`src/rtl/envelope_pkg.sv`:
```
// Shared envelope definitions: state encodings and saturating arithmetic helpers.
// ENVELOPE_EXP_RELEASE_EN (see envelope_level_gen) does not alter anything here.
package envelope_pkg;

   typedef enum logic [2:0] {
      ENV_IDLE    = 3'd0,
      ENV_ATTACK  = 3'd1,
      ENV_DECAY   = 3'd2,
      ENV_SUSTAIN = 3'd3,
      ENV_RELEASE = 3'd4
   } env_state_e;

   localparam logic [2:0] STATE_IDLE    = ENV_IDLE;
   localparam logic [2:0] STATE_ATTACK  = ENV_ATTACK;
   localparam logic [2:0] STATE_DECAY   = ENV_DECAY;
   localparam logic [2:0] STATE_SUSTAIN = ENV_SUSTAIN;
   localparam logic [2:0] STATE_RELEASE = ENV_RELEASE;

   function automatic logic [31:0] sat_add(input logic [31:0] a, input logic [31:0] b,
                                           input logic [31:0] ceil);
      logic [32:0] sum;
      sum = {1'b0, a} + {1'b0, b};
      return (sum > {1'b0, ceil}) ? ceil : sum[31:0];
   endfunction

   function automatic logic [31:0] sat_sub(input logic [31:0] a, input logic [31:0] b,
                                           input logic [31:0] floor);
      logic [31:0] diff;
      diff = a - b;
      if (b > a) return floor;
      return (diff < floor) ? floor : diff;
   endfunction

endpackage

```
`src/rtl/envelope_level_gen.sv`:
```
// ADSR state machine and level register; advances only on ticks.
// ENVELOPE_EXP_RELEASE_EN selects an exponential release tail (level>>4, min 1).
module envelope_level_gen
   import envelope_pkg::*;
#(
   parameter int unsigned env_width_p     = 16,
   parameter int unsigned attack_step_p   = 16384,
   parameter int unsigned decay_step_p    = 8192,
   parameter int unsigned sustain_level_p = 32768,
   parameter int unsigned release_step_p  = 4096
) (
   input  logic                   clk,
   input  logic                   reset_n,
   input  logic                   tick,
   input  logic                   gate,
   output logic [env_width_p-1:0] level,
   output logic [2:0]             state
);

   localparam logic [env_width_p-1:0] full_c    = '1;
   localparam logic [env_width_p-1:0] sustain_c = env_width_p'(sustain_level_p);

   logic [env_width_p-1:0] level_q, level_d;
   logic [2:0]             state_q, state_d;
   logic [31:0]            rel_dec;

   always_comb begin
`ifdef ENVELOPE_EXP_RELEASE_EN
      rel_dec = 32'(level_q >> 4);
      if (rel_dec == '0) rel_dec = 32'd1;
`else
      rel_dec = 32'(release_step_p);
`endif
   end

   // Gate checks come first in each state so they win over threshold moves.
   always_comb begin
      level_d = level_q;
      state_d = state_q;
      if (tick) begin
         case (state_q)
            STATE_IDLE: begin
               if (gate) state_d = STATE_ATTACK;
            end
            STATE_ATTACK: begin
               if (!gate) begin
                  state_d = STATE_RELEASE;
               end else begin
                  level_d = env_width_p'(sat_add(32'(level_q), 32'(attack_step_p), 32'(full_c)));
                  if (level_d == full_c) state_d = STATE_DECAY;
               end
            end
            STATE_DECAY: begin
               if (!gate) begin
                  state_d = STATE_RELEASE;
               end else begin
                  level_d = env_width_p'(sat_sub(32'(level_q), 32'(decay_step_p), 32'(sustain_c)));
                  if (level_d == sustain_c) state_d = STATE_SUSTAIN;
               end
            end
            STATE_SUSTAIN: begin
               if (!gate) state_d = STATE_RELEASE;
            end
            STATE_RELEASE: begin
               if (gate) begin
                  state_d = STATE_ATTACK;
               end else begin
                  level_d = env_width_p'(sat_sub(32'(level_q), rel_dec, 32'd0));
                  if (level_d == '0) state_d = STATE_IDLE;
               end
            end
            default: begin
               state_d = STATE_IDLE;
               level_d = '0;
            end
         endcase
      end
   end

   always_ff @(posedge clk) begin
      if (!reset_n) begin
         level_q <= '0;
         state_q <= STATE_IDLE;
      end else begin
         level_q <= level_d;
         state_q <= state_d;
      end
   end

   assign level = level_q;
   assign state = state_q;

endmodule

```
`src/rtl/envelope_adsr.sv`:
```
// ADSR amplitude envelope applied to a valid/ready sample stream, one output register.
// Build option ENVELOPE_EXP_RELEASE_EN switches to an exponential release tail.
module envelope_adsr
   import envelope_pkg::*;
#(
   parameter int unsigned width_p         = 12,
   parameter int unsigned env_width_p     = 16,
   parameter int unsigned attack_step_p   = 16384,
   parameter int unsigned decay_step_p    = 8192,
   parameter int unsigned sustain_level_p = 32768,
   parameter int unsigned release_step_p  = 4096
) (
   input  logic                   clk_i,
   input  logic                   reset_ni,
   input  logic                   gate_i,
   input  logic                   valid_i,
   input  logic [width_p-1:0]     data_i,
   output logic                   ready_o,
   output logic                   valid_o,
   output logic [width_p-1:0]     data_o,
   input  logic                   ready_i,
   output logic [env_width_p-1:0] env_level_o,
   output logic [2:0]             state_o
);

   logic                           valid_q;
   logic [width_p-1:0]             data_q;
   logic                           tick;
   logic [env_width_p-1:0]         level;
   logic [width_p+env_width_p-1:0] product;

   assign ready_o = ~valid_q | ready_i;
   assign tick    = valid_i & ready_o;
   // Uses the pre-update level: the level register only changes at this same edge.
   assign product = (width_p + env_width_p)'(data_i) * (width_p + env_width_p)'(level);

   envelope_level_gen #(
      .env_width_p    (env_width_p),
      .attack_step_p  (attack_step_p),
      .decay_step_p   (decay_step_p),
      .sustain_level_p(sustain_level_p),
      .release_step_p (release_step_p)
   ) u_level_gen (
      .clk    (clk_i),
      .reset_n(reset_ni),
      .tick   (tick),
      .gate   (gate_i),
      .level  (level),
      .state  (state_o)
   );

   always_ff @(posedge clk_i) begin
      if (!reset_ni) begin
         valid_q <= 1'b0;
         data_q  <= '0;
      end else if (tick) begin
         valid_q <= 1'b1;
         data_q  <= width_p'(product >> env_width_p);
      end else if (ready_i) begin
         valid_q <= 1'b0;
      end
   end

   assign valid_o     = valid_q;
   assign data_o      = data_q;
   assign env_level_o = level;

endmodule
```
`config.mk`:
```
export PLATFORM = sky130hd
export DESIGN_NAME = envelope_adsr
export DESIGN_NICKNAME = d
export VERILOG_FILES = /design/src/rtl/envelope_pkg.sv /design/src/rtl/envelope_level_gen.sv /design/src/rtl/envelope_adsr.sv
export SDC_FILE = /design/constraint.sdc
export NUM_CORES = 1
export LEC_CHECK = 0
export CAP_MARGIN = 15
export CELL_PAD_IN_SITES_DETAIL_PLACEMENT = 0
export CELL_PAD_IN_SITES_GLOBAL_PLACEMENT = 1
export CORE_ASPECT_RATIO = 0.7
export CORE_UTILIZATION = 45
export DETAILED_ROUTE_END_ITERATION = 16
export PLACE_DENSITY_LB_ADDON = 0.1
export SYNTH_ARGS = -nofsm -noshare
export SYNTH_HDL_FRONTEND = slang
export SYNTH_HIERARCHICAL = 1
export SYNTH_SLANG_ARGS = --single-unit
```
`constraint.sdc`:
```
create_clock -name clk_i -period 11.1 [get_ports clk_i]
set_clock_uncertainty 0.2 [all_clocks]
set_input_delay 2.22 -clock clk_i [delete_from_list [all_inputs] [get_ports clk_i]]
set_output_delay 2.22 -clock clk_i [all_outputs]
set_load 0.02 [all_outputs]
```
==> flow_summary_export.csv <==
group,metric,value,unit
status,status,"finished, final reports clean",
sta,finalHoldViolCount,0,
floorplanning,dieArea,17400,um^2
cells_and_area,multi_input_area,6150,um^2
sta,rsz0062_at_grt,"false",
worst_setup_path,cpMostUsedCell,"fa_1",
synth,synth_cells,905,
detailed_routing,num_vias,6245,
detailed_routing,drt_pass1_iterations,7,
clock_tree,clkLatencyLatePin,300,ps
floorplanning,start_util,46.4,%
clock_tree,ctsResizeCount,0,
sta,setup_tns,0,ps
worst_setup_path,crit_type,"input port to register",
cells_and_area,antenna_cells,0,
worst_setup_path,startpoint_type,"input port",
synth,synth-compound-area-share,10.4,%
worst_setup_path,cp_max_fo,16,
grt,antenna_found_initial,0,
floorplanning,core,16400,um^2
grt,grt_pass1_vias,6295,
clock_tree,cts_hold_buf,0,
grt,use_met2,35.9,%
clock_tree,cts_tree,"done",
clock_tree,htree_levels,2,
synth,synthXorXnorAreaFrac,0.807,%
floorplanning,die_x,157,um
synth,synthArstFlopShare,0,%
clock_tree,clk_pin_slew,50,ps
worst_hold_path,hold_path.class,"register to register",
synth,syn_nets,1132,
clock_tree,ctsLongestPathBuffers,2,
synth,synth_cell_types,59,
place,place_area,8240,um^2
worst_setup_path,cp_data_arrival_time,8310,ps
sta,slew_headroom,42.7,%
detailed_routing,drcViolationCount,0,
sta,hold_slack,248,ps
sta,drv_slew,0,
clock_tree,cts_setup_buffers,0,
worst_setup_path,crit_slowest_cell,"clkdlybuf4s50_1",
synth,syn_avg_cell_area,8.40,um^2
synth,yosysTopAreaCell,"fa_1",
synth,synth_adder_area_share,48.4,%
grt,grtUsageMet1,38.5,%
pwr,total_power,0.000314,W
cells_and_area,design_area,8390,um^2
cells_and_area,area_delta_synth_final,10.4,%
worst_setup_path,critPathMaxStageDelay,1030,ps
cells_and_area,fin_nets,1150,
sta,postLayoutSetupSlackWorst,2820,ps
worst_setup_path,path_cells,"clkdlybuf4s50_1, nand2_1, fa_1, fa_1, fa_1, inv_1, fa_1, fa_1, ha_1, nand4_1, or4_4, a31oi_1, a311oi_1, a2111oi_0, a311o_1",
pwr,max-vdd-ir-drop,0.0000444,V
floorplanning,fp-row-count,39,
flow_run,cap_violations,0,
detailed_routing,ant_nets,0,
pwr,leakagePower,4.10,nW
detailed_routing,drt-total-wl,19.9,mm
floorplanning,dieHeight,111,um
clock_tree,cts_made_buffers,5,
synth,synth-seq-area-share,8.43,%
place,place_congestion,0.952,
sta,fin_crit_sh,74.6,%
sta,finalCriticalPeriod,8280,ps
clock_tree,cts-root-buf,"clkbuf_16",
synth,synth_edf_count,0,
cells_and_area,nFillCells,1602,
worst_setup_path,cp_top_family,"adder cells",
synth,synth.mux.area_fraction,0.132,%
worst_setup_path,required,11130,ps
cells_and_area,seqCellArea,641,um^2
sta,fmax,121,MHz
synth,syn_area,7600,um^2
synth,ys_ff_latch,32,
grt,grt_usage,24.8,%
clock_tree,cts.sinks,32,
pwr,p_per_area,37.4,nW/um^2
grt,grt_overflow,0,
sta,setup_viol_count_final,0,
detailed_routing,via_per_inst,5.44,
synth,yosysWarnings,6,
synth,synth_top_family_by_area,"adder cells",
synth,yosys.area_share.simple,21.2,%
place,post-dp-hpwl,15.6,mm
grt,grt_util_met3,3.95,%
sta,worst_pin_slew,856,ps
synth,synthTopCellsByArea,"fa_1 (37%), ha_1 (12%), inv_1 (8.4%)",
synth,synth_top_area_share,36.6,%
worst_setup_path,worstSetupEndpointType,"register",
floorplanning,ios,50,
worst_setup_path,critical_path_buf_inv_count,2,
grt,grt_first_pass_wirelength,33.4,mm
grt,grt_max_degree,43,
detailed_routing,drt_iter0_markers,469,
detailed_routing,wl_per_cell,17.4,um
grt,busiest_layer,"met1",
place,pre_cts_slack,2630,ps
synth,synthFlopType,"dfxtp_1",
cells_and_area,drive_above_1_share,2.93,%
place,port_buffers,49,
[layout make-up]
type                            count  share of cell area, %
Clock buffer                        7                   1.82
Inverter                          172                   7.69
Multi-Input combinational cell    659                   73.3
Sequential cell                    32                   7.63
Tap cell                          225                   3.35
Timing Repair Buffer               53                   6.20
[stage by stage]
stage	instances	util, %
floorplan	905	-
global placement	1141	50.3
detailed placement	1141	50.3
CTS	1148	51.2
global route	1148	51.2
finish	1148	51.2
[cells in the final DEF (no fill, tap or decap), drive strengths merged, types with 12 or more instances in the layout]
master,netlist,routed
nor2,13,13
nand2,163,163
nand3,22,22
and2,65,65
a21oi,22,22
dfxtp,32,32
nand4,12,12
ha,71,71
a21boi,18,18
inv,172,172
o21ai,19,19
fa,139,139
clkdlybuf4s50,0,49
[power by group]
part,leakage [nW],switching (W),internal (W)
Combinational,3.76,0.0000295,0.0000150
Sequential,0.259,0.00000224,0.000117
Clock,0.0760,0.0000561,0.0000942
Total,4.10,0.0000878,0.000226
[per-layer routing]
layer / vias up / wire length (um)
li1: 2892 / -
met1: 3117 / 9600
met2: 218 / 8750
met3: 18 / 1350
met4: 0 / 210
met5: - / 0
[flip-flops by register name (all words and copies together), names as in the netlist]
name / count
u_level_gen/level: 16
valid_o: 1
u_level_gen/state: 3
data_o: 12
[worst paths after layout]
| check | slack (ps) | startpoint | endpoint | cells after the start |
|---|---|---|---|---|
| max | 2820 | data_i[5] | data_o[9]$_SDFFE_PN0P_ | 15 |
| min | 250 | data_o[1]$_SDFFE_PN0P_ | data_o[1]$_SDFFE_PN0P_ | 2 |
| max reg2reg | 5030 | u_level_gen/level[5]$_SDFFE_PN0P_ | data_o[9]$_SDFFE_PN0P_ | 14 |
| min reg2reg | 250 | data_o[1]$_SDFFE_PN0P_ | data_o[1]$_SDFFE_PN0P_ | 2 |
[cells by family after synthesis]
| group | after synthesis |
|---|---|
| muxes | 1 |
| AOI/OAI and AO/OA | 114 |
| buffers and inverters | 214 |
| adders and majority gates | 211 |
| and+or+nand+nor | 326 |
| xor gates and xnor gates | 7 |
| DFF | 32 |
[cells in the mapped netlist (6+ instances only)]
master	count
ha_1	71
dfxtp_1	32
and2_1	65
clkbuf_1	38
fa_1	139
and3_1	8
nand3_1	22
a21boi_0	16
a21oi_1	22
nor2_1	13
xnor2_1	6
or3_1	7
a21o_1	7
nand2b_1	6
nand2_1	162
o21ai_0	19
o22ai_1	6
nand4_1	11
inv_1	171
[worst min-delay path, cell delays in order, from the launching register on]
cell     delay [ps]
dfxtp_1         300
nand2_1          50
a21oi_1          50
Power figures use the tool's default switching activity.
